**src/rtl/mem_xfer_pkg.sv**
```systemverilog
// Shared sizing constants and FSM state type for the memory transfer engine.
package mem_xfer_pkg;

    localparam int DW    = 8;   // data width
    localparam int AW    = 3;   // address width
    localparam int DEPTH = 8;   // words moved per start, equal to 2**AW

    typedef enum logic [1:0] {
        IDLE,
        READ,
        DRAIN
    } state_e;

endpackage

```
**src/rtl/mem_xfer_if.sv**
```systemverilog
// Bundle of start/status, host load port, source memory port and destination
// memory port. master = transfer controller view, slave = memories/host view.
// Optional macro XFER_CHECKSUM_EN adds the checksum signal.
interface mem_xfer_if #(
    parameter int DW = mem_xfer_pkg::DW,
    parameter int AW = mem_xfer_pkg::AW
);

    logic          start;
    logic          busy;
    logic          done;
    logic          host_we;
    logic [AW-1:0] host_addr;
    logic [DW-1:0] host_data;
    logic          host_err;
    logic [AW-1:0] AddrA;
    logic          WEA;
    logic [DW-1:0] DataInA;
    logic [DW-1:0] DOut1;
    logic [AW-1:0] AddrB;
    logic          WEB;
    logic [DW-1:0] DataInB;
`ifdef XFER_CHECKSUM_EN
    logic [DW-1:0] checksum;

    modport master (
        input  start, host_we, host_addr, host_data, DOut1,
        output busy, done, host_err, AddrA, WEA, DataInA, AddrB, WEB, DataInB,
        output checksum
    );

    modport slave (
        output start, host_we, host_addr, host_data, DOut1,
        input  busy, done, host_err, AddrA, WEA, DataInA, AddrB, WEB, DataInB,
        input  checksum
    );
`else
    modport master (
        input  start, host_we, host_addr, host_data, DOut1,
        output busy, done, host_err, AddrA, WEA, DataInA, AddrB, WEB, DataInB
    );

    modport slave (
        output start, host_we, host_addr, host_data, DOut1,
        input  busy, done, host_err, AddrA, WEA, DataInA, AddrB, WEB, DataInB
    );
`endif

endinterface

```
**src/rtl/mem_xfer_cksum.sv**
```systemverilog
// Running mod-2**DW sum of the words written to the destination memory.
// Cleared when a transfer is accepted, held between transfers.
module mem_xfer_cksum
    import mem_xfer_pkg::*;
#(
    parameter int DW = mem_xfer_pkg::DW
) (
    input  logic          clock,
    input  logic          reset,
    input  logic          clear_i,
    input  logic          acc_i,
    input  logic [DW-1:0] data_i,
    output logic [DW-1:0] sum_o
);

    logic [DW-1:0] sum_q;
    logic [DW-1:0] sum_d;

    // Next sum: clear on accept, otherwise add the word being written.
    always_comb begin
        sum_d = sum_q;
        if (clear_i) begin
            sum_d = '0;
        end else if (acc_i) begin
            sum_d = sum_q + data_i;
        end
    end

    // Sum register.
    always_ff @(posedge clock) begin
        if (reset) begin
            sum_q <= '0;
        end else begin
            sum_q <= sum_d;
        end
    end

    assign sum_o = sum_q;

endmodule

```
**src/rtl/mem_xfer_ctrl.sv**
```systemverilog
// Source-memory initiator and copy engine: passes host writes through to the
// source memory while idle, and on start streams all DEPTH source words into
// the destination memory at one word per clock.
// Optional macro XFER_CHECKSUM_EN adds a destination-write checksum.
module mem_xfer_ctrl
    import mem_xfer_pkg::*;
#(
    parameter int DW    = mem_xfer_pkg::DW,
    parameter int AW    = mem_xfer_pkg::AW,
    parameter int DEPTH = mem_xfer_pkg::DEPTH
) (
    input  logic       clock,
    input  logic       reset,
    mem_xfer_if.master bus
);

    localparam logic [AW-1:0] LAST = AW'(DEPTH - 1);

    state_e        state_q, state_d;
    logic [AW-1:0] count_q, count_d;
    logic          web_q, web_d;
    logic [AW-1:0] addrb_q, addrb_d;
    logic          done_q, done_d;
    logic          herr_q, herr_d;

    logic [AW-1:0] addra;
    logic          wea;
    logic          rd_valid;
    logic [DW-1:0] rd_data;

    // Next state, read-issue address and host pass-through.
    always_comb begin
        state_d  = state_q;
        count_d  = count_q;
        addra    = bus.host_addr;
        wea      = bus.host_we;
        rd_valid = 1'b0;
        done_d   = 1'b0;
        unique case (state_q)
            IDLE: begin
                if (bus.start) begin
                    state_d = READ;
                    count_d = '0;
                end
            end
            READ: begin
                wea      = 1'b0;
                addra    = count_q;
                rd_valid = 1'b1;
                count_d  = count_q + 1'b1;
                if (count_q == LAST) begin
                    state_d = DRAIN;
                end
            end
            DRAIN: begin
                wea     = 1'b0;
                addra   = count_q;
                state_d = IDLE;
                done_d  = 1'b1;
            end
            default: begin
                state_d = IDLE;
            end
        endcase
        herr_d = bus.host_we && (state_q != IDLE);
    end

    // The destination write trails the read issue by one cycle, matching the
    // source memory's registered read, so DOut1 can feed DataInB directly.
    always_comb begin
        web_d   = rd_valid;
        addrb_d = addra;
    end

    // Control and write-pipeline registers.
    always_ff @(posedge clock) begin
        if (reset) begin
            state_q <= IDLE;
            count_q <= '0;
            web_q   <= 1'b0;
            addrb_q <= '0;
            done_q  <= 1'b0;
            herr_q  <= 1'b0;
        end else begin
            state_q <= state_d;
            count_q <= count_d;
            web_q   <= web_d;
            addrb_q <= addrb_d;
            done_q  <= done_d;
            herr_q  <= herr_d;
        end
    end

    assign rd_data      = bus.DOut1;
    assign bus.AddrA    = addra;
    assign bus.WEA      = wea;
    assign bus.DataInA  = bus.host_data;
    assign bus.AddrB    = addrb_q;
    assign bus.WEB      = web_q;
    assign bus.DataInB  = rd_data;
    assign bus.busy     = (state_q != IDLE);
    assign bus.done     = done_q;
    assign bus.host_err = herr_q;

`ifdef XFER_CHECKSUM_EN
    logic accept;
    assign accept = (state_q == IDLE) && bus.start;

    mem_xfer_cksum #(
        .DW(DW)
    ) u_cksum (
        .clock   (clock),
        .reset   (reset),
        .clear_i (accept),
        .acc_i   (web_q),
        .data_i  (rd_data),
        .sum_o   (bus.checksum)
    );
`endif

endmodule

```
**src/flat_wrapper.sv**
```systemverilog
// flat-port wrapper written by rule: the top's interface ports become plain ports
module mem_xfer_ctrl_flat import mem_xfer_pkg::*;
#(
    parameter int DW    = mem_xfer_pkg::DW,
    parameter int AW    = mem_xfer_pkg::AW,
    parameter int DEPTH = mem_xfer_pkg::DEPTH
)
  (clock, reset, bus_start, bus_host_we, bus_host_addr, bus_host_data, bus_DOut1, bus_busy, bus_done, bus_host_err, bus_AddrA, bus_WEA, bus_DataInA, bus_AddrB, bus_WEB, bus_DataInB);
  mem_xfer_if #(.DW(DW), .AW(AW)) bus_i ();
  input  logic clock;
  input  logic reset;
  input wire logic [$bits(bus_i.start)-1:0] bus_start;
  input wire logic [$bits(bus_i.host_we)-1:0] bus_host_we;
  input wire logic [$bits(bus_i.host_addr)-1:0] bus_host_addr;
  input wire logic [$bits(bus_i.host_data)-1:0] bus_host_data;
  input wire logic [$bits(bus_i.DOut1)-1:0] bus_DOut1;
  output wire logic [$bits(bus_i.busy)-1:0] bus_busy;
  output wire logic [$bits(bus_i.done)-1:0] bus_done;
  output wire logic [$bits(bus_i.host_err)-1:0] bus_host_err;
  output wire logic [$bits(bus_i.AddrA)-1:0] bus_AddrA;
  output wire logic [$bits(bus_i.WEA)-1:0] bus_WEA;
  output wire logic [$bits(bus_i.DataInA)-1:0] bus_DataInA;
  output wire logic [$bits(bus_i.AddrB)-1:0] bus_AddrB;
  output wire logic [$bits(bus_i.WEB)-1:0] bus_WEB;
  output wire logic [$bits(bus_i.DataInB)-1:0] bus_DataInB;
  assign bus_i.start = bus_start;
  assign bus_i.host_we = bus_host_we;
  assign bus_i.host_addr = bus_host_addr;
  assign bus_i.host_data = bus_host_data;
  assign bus_i.DOut1 = bus_DOut1;
  assign bus_busy = bus_i.busy;
  assign bus_done = bus_i.done;
  assign bus_host_err = bus_i.host_err;
  assign bus_AddrA = bus_i.AddrA;
  assign bus_WEA = bus_i.WEA;
  assign bus_DataInA = bus_i.DataInA;
  assign bus_AddrB = bus_i.AddrB;
  assign bus_WEB = bus_i.WEB;
  assign bus_DataInB = bus_i.DataInB;
  mem_xfer_ctrl #(.DW(DW), .AW(AW), .DEPTH(DEPTH)) u_core (.clock(clock), .reset(reset), .bus(bus_i));
endmodule
```
**config.mk**
```make
export PLATFORM = sky130hd
export DESIGN_NAME = mem_xfer_ctrl_flat
export DESIGN_NICKNAME = d
export VERILOG_FILES = /design/src/rtl/mem_xfer_pkg.sv /design/src/rtl/mem_xfer_if.sv /design/src/rtl/mem_xfer_cksum.sv /design/src/rtl/mem_xfer_ctrl.sv /design/src/flat_wrapper.sv
export SDC_FILE = /design/constraint.sdc
export NUM_CORES = 1
export LEC_CHECK = 0
export BUFFER_PORTS_ARGS = -buffer_cell sky130_fd_sc_hd__buf_2
export CAP_MARGIN = 20
export CORE_AREA = 2 2 45 47
export DETAILED_ROUTE_END_ITERATION = 8
export DIE_AREA = 0 0 47 49
export GPL_TIMING_DRIVEN = 0
export PLACE_DENSITY = 0.72
export SLEW_MARGIN = 15
export SYNTH_ARGS = -nofsm -noshare
export SYNTH_HDL_FRONTEND = slang
export SYNTH_SLANG_ARGS = --single-unit
```
**constraint.sdc**
```tcl
create_clock -name clock -period 3 [get_ports clock]
set_clock_uncertainty 0.15 [all_clocks]
set_input_delay 0.15 -clock clock [delete_from_list [all_inputs] [get_ports clock]]
set_output_delay 0.15 -clock clock [all_outputs]
set_load 0.01 [all_outputs]
```
==> results.sh, run 1 <==
export IMPL_finalWeightedCongestion=0.756
export IMPL_critPathRequiredTime_ps=2700
export IMPL_num_antenna_cells=0
export IMPL_status="finished clean"
export IMPL_setup_viol=0
export IMPL_overflow=0
export IMPL_fill_cells=183
export IMPL_cts_root_buffer="clkbuf_4"
export IMPL_synth_area_sq_um=614
export IMPL_fin_nets=132
export IMPL_yosysSeqAreaShare_pct=35.8
export IMPL_crit_type="reg2out"
export IMPL_drt_iter0_drc=7
export IMPL_htreeDepth=1
export IMPL_whs_ps=85.0
export IMPL_multi_input_comb_area_sq_um=254
export IMPL_numCtsBuffers=3
export IMPL_die_area_sq_um=2300
export IMPL_ctsResizeCount=0
export IMPL_end_kind="primary output"
export IMPL_antenna_found_initial=0
export IMPL_grt_pass1_vias=468
export IMPL_hp_class="in2reg"
export IMPL_crit_fanout=4
export IMPL_period_share_pct=63.9
export IMPL_peakVddDrop_uv=288
export IMPL_grt_pass1_wl_um=1950
export IMPL_fin_crit_ps=1920
export IMPL_syn_inst=63
export IMPL_vias=544
export IMPL_dp_hpwl_um=980
export IMPL_start_util_pct=33.4
export IMPL_drive_gt1_share_pct=56.9
export IMPL_ctsLongestPathBuffers=2
export IMPL_row_count=16
export IMPL_clock_sinks=11
export IMPL_die_height_um=49
export IMPL_die_w_um=47
export IMPL_ys_types=20
export IMPL_clk_pin_slew_ps=70
export IMPL_final_core_util_pct=46.7
export IMPL_syn_area_per_cell_sq_um=9.75
export IMPL_ys_ff_latch=11
export IMPL_wl_met2_um=591
export IMPL_yosys_warnings=0
export IMPL_maxCapViolations=0
export IMPL_tns_ps=0
export IMPL_routed_top_layer="met4"
export IMPL_worstMarginPinSlew_ps=301
export IMPL_dr_pass1_iters=2
export IMPL_seqCellArea_sq_um=220
export IMPL_reg2reg_setup_slack_ps=1410
export IMPL_vias_per_cell=4.22
export IMPL_wl_per_cell_um=9.67
export IMPL_clk_latency_ps=270
export IMPL_wirelength_um=1250
export IMPL_worst_ep_arrival_time_ps=1620
export IMPL_cts_tree="built"
export IMPL_rsz0062_at_grt="no"
export IMPL_start_kind="register"
export IMPL_max_freq_ghz=0.521
export IMPL_met1_length_um=484
export IMPL_p_leak_nw=0.454
export IMPL_drc=0
export IMPL_grt_max_degree=11
export IMPL_port_buffers=33
export IMPL_area_growth_pct=39.9
export IMPL_ios=50
export IMPL_core_area_sq_um=1840
export IMPL_relSlewSlack_pct=79.3
export IMPL_power_per_cell_area_nw_per_um2=441
export IMPL_wl_met3_um=146
export IMPL_hold_viol=0
export IMPL_cts_setup_buffers=0
export IMPL_grt_use_total_pct=12.4
export IMPL_drtAntennaViolNets=0
export IMPL_slew_viol_final=0
export IMPL_synth_nets=92
-- layout make-up --
type / count / share of cell area, %
repair buffers: 35 / 21.5
inverters: 4 / 1.75
well taps: 27 / 3.93
multi-input cells: 31 / 29.5
plain buffers: 17 / 14.6
flip-flops and latches: 11 / 25.6
clock buffers: 4 / 3.06
-- registers in the layout, indices dropped and copies added, names as in the netlist --
signal / count
u_core.state_q: 2
u_core.bus.WEB: 1
u_core.count_q: 3
u_core.bus.host_err: 1
u_core.bus.AddrB: 3
u_core.bus.done: 1
-- synth_stat cells --
| library cell | count | area share, % |
|---|---|---|
| nor3b_1 | 1 | 1.2 |
| nand2b_2 | 1 | 1.4 |
| nand3b_1 | 1 | 1.2 |
| buf_2 | 1 | 0.81 |
| a21o_1 | 1 | 1.2 |
| a211oi_1 | 1 | 1.2 |
| nand2b_1 | 1 | 1.0 |
| a21oi_2 | 1 | 1.4 |
| dfxtp_1 | 11 | 36 |
| buf_4 | 16 | 20 |
| nand3_1 | 1 | 0.81 |
| a32oi_1 | 2 | 2.9 |
| nand2_1 | 1 | 0.61 |
| nor2b_1 | 6 | 6.1 |
| a21oi_1 | 2 | 1.6 |
| nor2_1 | 2 | 1.2 |
| mux2_2 | 3 | 5.5 |
| ha_1 | 6 | 12 |
| mux2i_1 | 1 | 1.6 |
| inv_1 | 4 | 2.4 |
-- cells by family after synthesis --
group	Yosys count	share of synthesized area, %
simple gates	14	13.6
flops	11	35.8
mux	4	7.13
fa+ha+maj	6	12.2
compound gates	7	8.35
buf+inv	21	22.8
-- repair_timing --
item / CTS / global route
hold endpoints to repair: 2 / 0
hold buffers: 2 / 0
setup endpoints to repair: 0 / 0
-- report_power, final --
part	leakage, nW	switching [mW]	internal (mW)
Clock	0.0150	0.0513	0.0516
Combinational	0.349	0.0577	0.0592
Sequential	0.0899	0.00397	0.155
-- per-layer routing --
| layer | up-vias | global-route usage (%) |
|---|---|---|
| met2 | 37 | 20.5 |
| met3 | 3 | 7.04 |
| met5 | - | 0 |
| li1 | 270 | - |
| met4 | 0 | 5.56 |
| met1 | 234 | 12.0 |
-- through the flow --
| stage | setup slack, ps | cells | area [sq um] | total power, mW |
|---|---|---|---|---|
| after floorplan | 1510 | 63 | 614 | 0.239 |
| after global placement | 1410 | 123 | 813 | 0.273 |
| after detailed placement | 1400 | 123 | 813 | 0.277 |
| after CTS | 1070 | 129 | 860 | 0.387 |
| after global routing | 983 | 129 | 860 | 0.408 |
| final | 1080 | 129 | 860 | 0.379 |
-- worst paths after layout --
path / to / cells past startpoint / start
worst min-delay path: u_core.bus.AddrB[1] / 3 / bus_host_addr[1]
worst min register to register: u_core.count_q[0] / 2 / u_core.count_q[0]
worst max-delay path: bus_AddrA[0] / 4 / u_core.state_q[1]
worst max register to register: u_core.bus.AddrB[0] / 4 / u_core.state_q[1]
-- placed cells by master (no fill, tap or decap), drive strengths merged, types with 2 or more instances in the layout --
master	n
buf	50
dfxtp	11
nor2b	6
ha	6
inv	4
clkbuf	4
mux2	3
a21oi	3
a32oi	2
nor2	2
dlygate4sd3	2
nand2b	2
-- worst max-delay path, stage by stage, from the launching register on --
cell,delay [ps]
dfxtp_1,360
inv_1,90
ha_1,390
mux2_2,370
buf_2,140
Power figures use the tool's default switching activity.
==> run 2: changes to the inputs <==
- ABC_AREA: unset -> 1
- CORE_AREA: 2 2 45 47 -> 2 2 47 49
- DIE_AREA: 0 0 47 49 -> 0 0 49 51
- PLACE_DENSITY: 0.72 -> 0.7
- clock period: 3 -> 1.7 ns (I/O delays scaled with it)
==> run 2 against run 1 <==
Net effect: register-to-register slack got worse by 1000 ps; routed wire length increased by 7.9%; sequential share of layout area decreased by 1.6 points; utilization is 1.7 points lower; setup slack got worse by 950 ps; clock-buffer cell count unchanged; hold slack worse by 77 ps; flip-flop and latch count unchanged; synthesized cell count increased by 32%; largest power group is now combinational cells.
==> results.sh, run 2 <==
export IMPL_final_setup_worst_slack_ps=129
export IMPL_final_core_util_pct=45.0
export IMPL_ys_top_cells_by_area="dfxtp_1, buf_4, ha_1, nand2_1, inv_1"
export IMPL_overflow=0
export IMPL_grt_pass1_vias=528
export IMPL_core_area_sq_um=2060
export IMPL_finalWeightedCongestion=0.761
export IMPL_hp_class="in2reg"
export IMPL_hold_viol=0
export IMPL_period_share_pct=92.4
export IMPL_grt_max_degree=9
export IMPL_max_stage_delay_ps=350
export IMPL_worst_ep_arrival_time_ps=1340
export IMPL_antenna_found_initial=0
export IMPL_cts_tree="built"
export IMPL_vias=629
export IMPL_path_delay_family="flip-flops"
export IMPL_crit_chain="inv_1, ha_4, inv_1, nand2_1, nand2_1, buf_2"
export IMPL_die_height_um=51
export IMPL_ctsLongestPathBuffers=2
export IMPL_p_int_mw=0.713
export IMPL_p_leak_nw=0.512
export IMPL_synth_edf_count=0
export IMPL_vias_per_cell=4.14
export IMPL_start_util_pct=31.1
export IMPL_layout_common_cells="buf_2, nand2_1, buf_4"
export IMPL_synth_commonest_cells="buf_4, nand2_1, dfxtp_1"
export IMPL_ys_flop_type="dfxtp_1"
export IMPL_area_growth_pct=44.6
export IMPL_dr_pass1_iters=4
export IMPL_rsz0062_at_grt="no"
export IMPL_end_kind="primary output"
export IMPL_grt_use_total_pct=11.2
export IMPL_htreeDepth=1
export IMPL_start_kind="register"
export IMPL_drc=0
export IMPL_layout_commonest_cell="buf_2"
export IMPL_die_w_um=49
export IMPL_drt_iter0_drc=7
export IMPL_crit_fanout=5
export IMPL_drtAntennaViolNets=0
export IMPL_synth_nets=112
export IMPL_ys_ff_latch=11
export IMPL_ios=50
export IMPL_numCtsBuffers=3
export IMPL_netlist_top_cell_by_area="dfxtp_1"
export IMPL_power_switching_mw=0.505
export IMPL_dp_slack_ps=308
export IMPL_synth_area_sq_um=642
export IMPL_cts_root_buffer="clkbuf_4"
export IMPL_critPathRequiredTime_ps=1460
export IMPL_async_flop_share_pct=0
export IMPL_syn_area_per_cell_sq_um=7.73
export IMPL_wl_per_cell_um=8.85
export IMPL_max_freq_ghz=0.637
export IMPL_yosysSeqAreaShare_pct=34.3
export IMPL_dpl_instance_area_sq_um=837
export IMPL_pwr_share_comb_pct=55.5
export IMPL_worstMarginPinSlew_ps=191
export IMPL_synth_top_cell_area_share_pct=34.3
export IMPL_grt_pass1_wl_um=2080
export IMPL_maxCapViolations=0
export IMPL_clk_latency_ps=260
export IMPL_cts_setup_buffers=0
export IMPL_clock_sinks=11
export IMPL_path_buf_inv=3
export IMPL_syn_inst=83
export IMPL_power_per_cell_area_nw_per_um2=1310
export IMPL_dp_hpwl_um=1000
export IMPL_crit_type="reg2out"
export IMPL_yosys_warnings=0
export IMPL_slew_viol_final=0
export IMPL_ys_types=14
export IMPL_port_buffers=32
export IMPL_die_area_sq_um=2500
export IMPL_status="finished clean"
export IMPL_stdcell_area_sq_um=928
export IMPL_num_antenna_cells=0
export IMPL_power_frac_seq_pct=30.2
export IMPL_relSlewSlack_pct=87.3
export IMPL_fin_crit_ps=1570
export IMPL_whs_ps=8.09
export IMPL_p_clk_share_pct=14.3
export IMPL_swShare_pct=41.4
export IMPL_drive_gt1_share_pct=48.4
export IMPL_wirelength_um=1350
export IMPL_fin_nets=154
export IMPL_clk_pin_slew_ps=70
export IMPL_row_count=17
export IMPL_setup_viol=0
export IMPL_critPathSlowestCell="dfxtp_2"
export IMPL_tns_ps=0
export IMPL_peakVddDrop_uv=629
[run 2: final timing paths]
check / depth (start not counted) / end / from / slack [ps]
max reg2reg: 5 / u_core.state_q[0] / u_core.state_q[1] / 360
min reg2reg: 2 / u_core.state_q[1] / u_core.state_q[1] / 330
min: 4 / u_core.count_q[2] / bus_start / 8
max: 6 / bus_AddrA[0] / u_core.state_q[0] / 130
[run 2: kinds of logic (layout without fill, tap and decap cells)]
group,count (synthesis),after routing,share of synthesized area (%)
buf+inv,27,68,25.7
simple gates,32,32,22.8
fa+ha+maj,6,6,11.7
compound gates,7,7,5.46
flops,11,11,34.3
[run 2: tightest hold or removal path, stage by stage]
cell and delay, ps:
buf_2 90, nand2_1 70, nand3_1 80, a21oi_1 50
[run 2: through the flow]
step                power [mW]  cells
global placement         0.960    143
detailed placement       0.974    143
finish                    1.22    152
global route              1.34    152
floorplan                0.787     83
CTS                       1.16    152
[run 2: repair_timing]
| item | in CTS | in global routing |
|---|---|---|
| endpoints found under the setup margin | 0 | 3 |
| endpoints found under the hold margin | 7 | 0 |
| gates resized for setup | 0 | 4 |
| hold buffers | 5 | 0 |
[run 2: area by class of cell]
| class | instances | area (sq um) |
|---|---|---|
| flip-flops and latches | 11 | 223 |
| fillers | 194 | 1130 |
| clock buffers | 4 | 26.3 |
| well taps | 28 | 35.0 |
| inverters | 10 | 37.5 |
| plain buffers | 17 | 128 |
| multi-input cells | 45 | 269 |
| repair buffers | 37 | 210 |
[run 2: metal layers]
metal  part of all wire (%)  global-route usage [%]  vias up
li1                       -                       -      324
met1                     38                    10.4      259
met2                     49                    20.5       42
met3                     11                    4.39        4
met4                    1.9                    7.14        0
met5                      0                       0        -
[run 2: power groups by stage]
stage | logic [mW] | registers, mW | clock network (mW)
floorplan | 0.406 | 0.381 | 0
global placement | 0.595 | 0.365 | 0
detailed placement | 0.607 | 0.367 | 0
CTS | 0.626 | 0.362 | 0.176
global route | 0.765 | 0.375 | 0.203
finish | 0.676 | 0.368 | 0.174
==> run 3: changes to the inputs <==
- CORE_AREA: 2 2 47 49 -> 2 2 46 48
- DIE_AREA: 0 0 49 51 -> 0 0 48 50
- clock period: 1.7 -> 1.94 ns (I/O delays scaled with it)
==> run 3 against run 2 <==
Net effect: global-route usage shrank 0.32 points; setup slack improved by 4.3 ps; power is 13% lower; clock-buffer cell count is the same; critical path depth unchanged; routed wire length decreased by 0.97%; utilization increased by 3.6 points; hold slack better by 12 ps; first-iteration DRC count is 14% higher; non-clock buffer count stayed put; largest cell class unchanged; largest power group unchanged.
==> results.sh, run 3 (synthesis gave the netlist of run 2 again) <==
export IMPL_status="finished clean"
export IMPL_relSlewSlack_pct=87.6
export IMPL_die_height_um=50
export IMPL_worstSetupEndpoint="u_core.bus.AddrB[2]"
export IMPL_drive_gt1_share_pct=46.8
export IMPL_power_frac_seq_pct=30.1
export IMPL_p_clk_share_pct=14.2
export IMPL_rsz0062_at_grt="no"
export IMPL_max_freq_ghz=0.554
export IMPL_grt_max_degree=9
export IMPL_cts_setup_buffers=0
export IMPL_cts_root_buffer="clkbuf_4"
export IMPL_port_buffers=32
export IMPL_worstMarginPinSlew_ps=186
export IMPL_tns_ps=0
export IMPL_start_util_pct=33.8
export IMPL_end_kind="register"
export IMPL_htreeDepth=1
export IMPL_vias_per_cell=4.03
export IMPL_crit_start="u_core.state_q[1]"
export IMPL_worst_ep_arrival_time_ps=1800
export IMPL_core_area_sq_um=1900
export IMPL_fill_cells=189
export IMPL_crit_fanout=5
export IMPL_drtAntennaViolNets=0
export IMPL_grt_use_met3_pct=2.20
export IMPL_top_usage_layer="met2"
export IMPL_period_share_pct=93.1
export IMPL_hold_viol=0
export IMPL_clock_sinks=11
export IMPL_numCtsBuffers=3
export IMPL_grt_pass1_wl_um=1890
export IMPL_fin_crit_ps=1810
export IMPL_peakVddDrop_uv=512
export IMPL_clk_latency_ps=260
export IMPL_swShare_pct=40.9
export IMPL_power_switching_mw=0.432
export IMPL_p_leak_nw=0.514
export IMPL_pwr_share_comb_pct=55.7
export IMPL_p_int_mw=0.625
export IMPL_hp_class="in2reg"
export IMPL_setup_viol=0
export IMPL_slew_viol_final=0
export IMPL_wirelength_um=1330
export IMPL_fin_nets=154
export IMPL_wl_per_cell_um=8.82
export IMPL_whs_ps=20.6
export IMPL_crit_type="reg2reg"
export IMPL_drc=0
export IMPL_ios=50
export IMPL_die_w_um=48
export IMPL_row_count=16
export IMPL_hold_start="bus_start"
export IMPL_die_area_sq_um=2400
export IMPL_start_kind="register"
export IMPL_drt_iter0_drc=8
export IMPL_r2r_cells=6
export IMPL_gr_usage_met1_pct=13.7
export IMPL_num_antenna_cells=0
export IMPL_vias=608
export IMPL_finalWeightedCongestion=0.764
export IMPL_area_growth_pct=44.1
export IMPL_dr_pass1_iters=4
export IMPL_reg2reg_from="u_core.state_q[1]"
export IMPL_grt_use_total_pct=10.9
export IMPL_r2r_end="u_core.bus.AddrB[2]"
export IMPL_ctsLongestPathBuffers=2
export IMPL_cts_tree="built"
export IMPL_reg2reg_setup_slack_ps=130
export IMPL_met2_usage_pct=16.9
export IMPL_overflow=0
export IMPL_critPathRequiredTime_ps=1940
export IMPL_clk_pin_slew_ps=70
export IMPL_power_per_cell_area_nw_per_um2=1140
export IMPL_layout_common_cells="buf_2, nand2_1, buf_4"
export IMPL_layout_commonest_cell="buf_2"
export IMPL_antenna_found_initial=0
export IMPL_grt_pass1_vias=491
export IMPL_dp_hpwl_um=1030
export IMPL_maxCapViolations=0
export IMPL_final_core_util_pct=48.6
==> run 3: layout make-up <==
type                       instances  area [sq um]  share of cell area, %
sequential                        11           220                   23.8
clock buffer                       4          26.3                   2.84
buffer                            17           128                   13.8
inverter                          10          37.5                   4.06
tap                               27          33.8                   3.65
multi-input combinational         45           269                   29.1
timing repair buffer              37           210                   22.7
==> run 3: worst min path at each step <==
stage                          endpoint  depth (start not counted)  slack, ps
floorplan           u_core.bus.host_err                          2         80
global route          u_core.count_q[2]                          4         30
global placement    u_core.bus.host_err                          3        190
finish                u_core.count_q[1]                          4         20
detailed placement      u_core.bus.done                          2        200
CTS                   u_core.count_q[1]                          4          7
==> run 3: power groups by stage <==
stage / clock network (mW) / registers [mW] / logic, mW
final: 0.150 / 0.318 / 0.589
after global routing: 0.173 / 0.324 / 0.657
after CTS: 0.164 / 0.318 / 0.550
after detailed placement: 0 / 0.323 / 0.533
after global placement: 0 / 0.320 / 0.524
after floorplan: 0 / 0.334 / 0.356
==> run 3: worst max-delay path, stage by stage (launching register included) <==
cell           delay [ps]
dfxtp_1               360
inv_1                 110
ha_4                  310
inv_1                  60
nand2_1                80
a21oi_1                60
dlygate4sd3_1         560
==> run 3: per-layer routing <==
layer	vias to the layer above	wire length (um)	share of wire, %
met4	0	14	1.1
met5	-	0	0
met1	237	594	45
li1	322	-	-
met2	47	542	41
met3	2	180	14
==> run 3: what timing repair did <==
item / in CTS / in global routing
resized for setup: 0 / 2
hold buffers: 5 / 0
hold endpoints to repair: 7 / 0
endpoints found under the setup margin: 0 / 1
==> run 3: stage by stage <==
step	setup WS (ps)	std cells	instance area (sq um)	total power, mW
global placement	543	142	836	0.844
detailed placement	513	142	836	0.856
CTS	68.3	151	912	1.03
finish	134	151	925	1.06
global route	45.0	151	925	1.15
floorplan	703	83	642	0.690
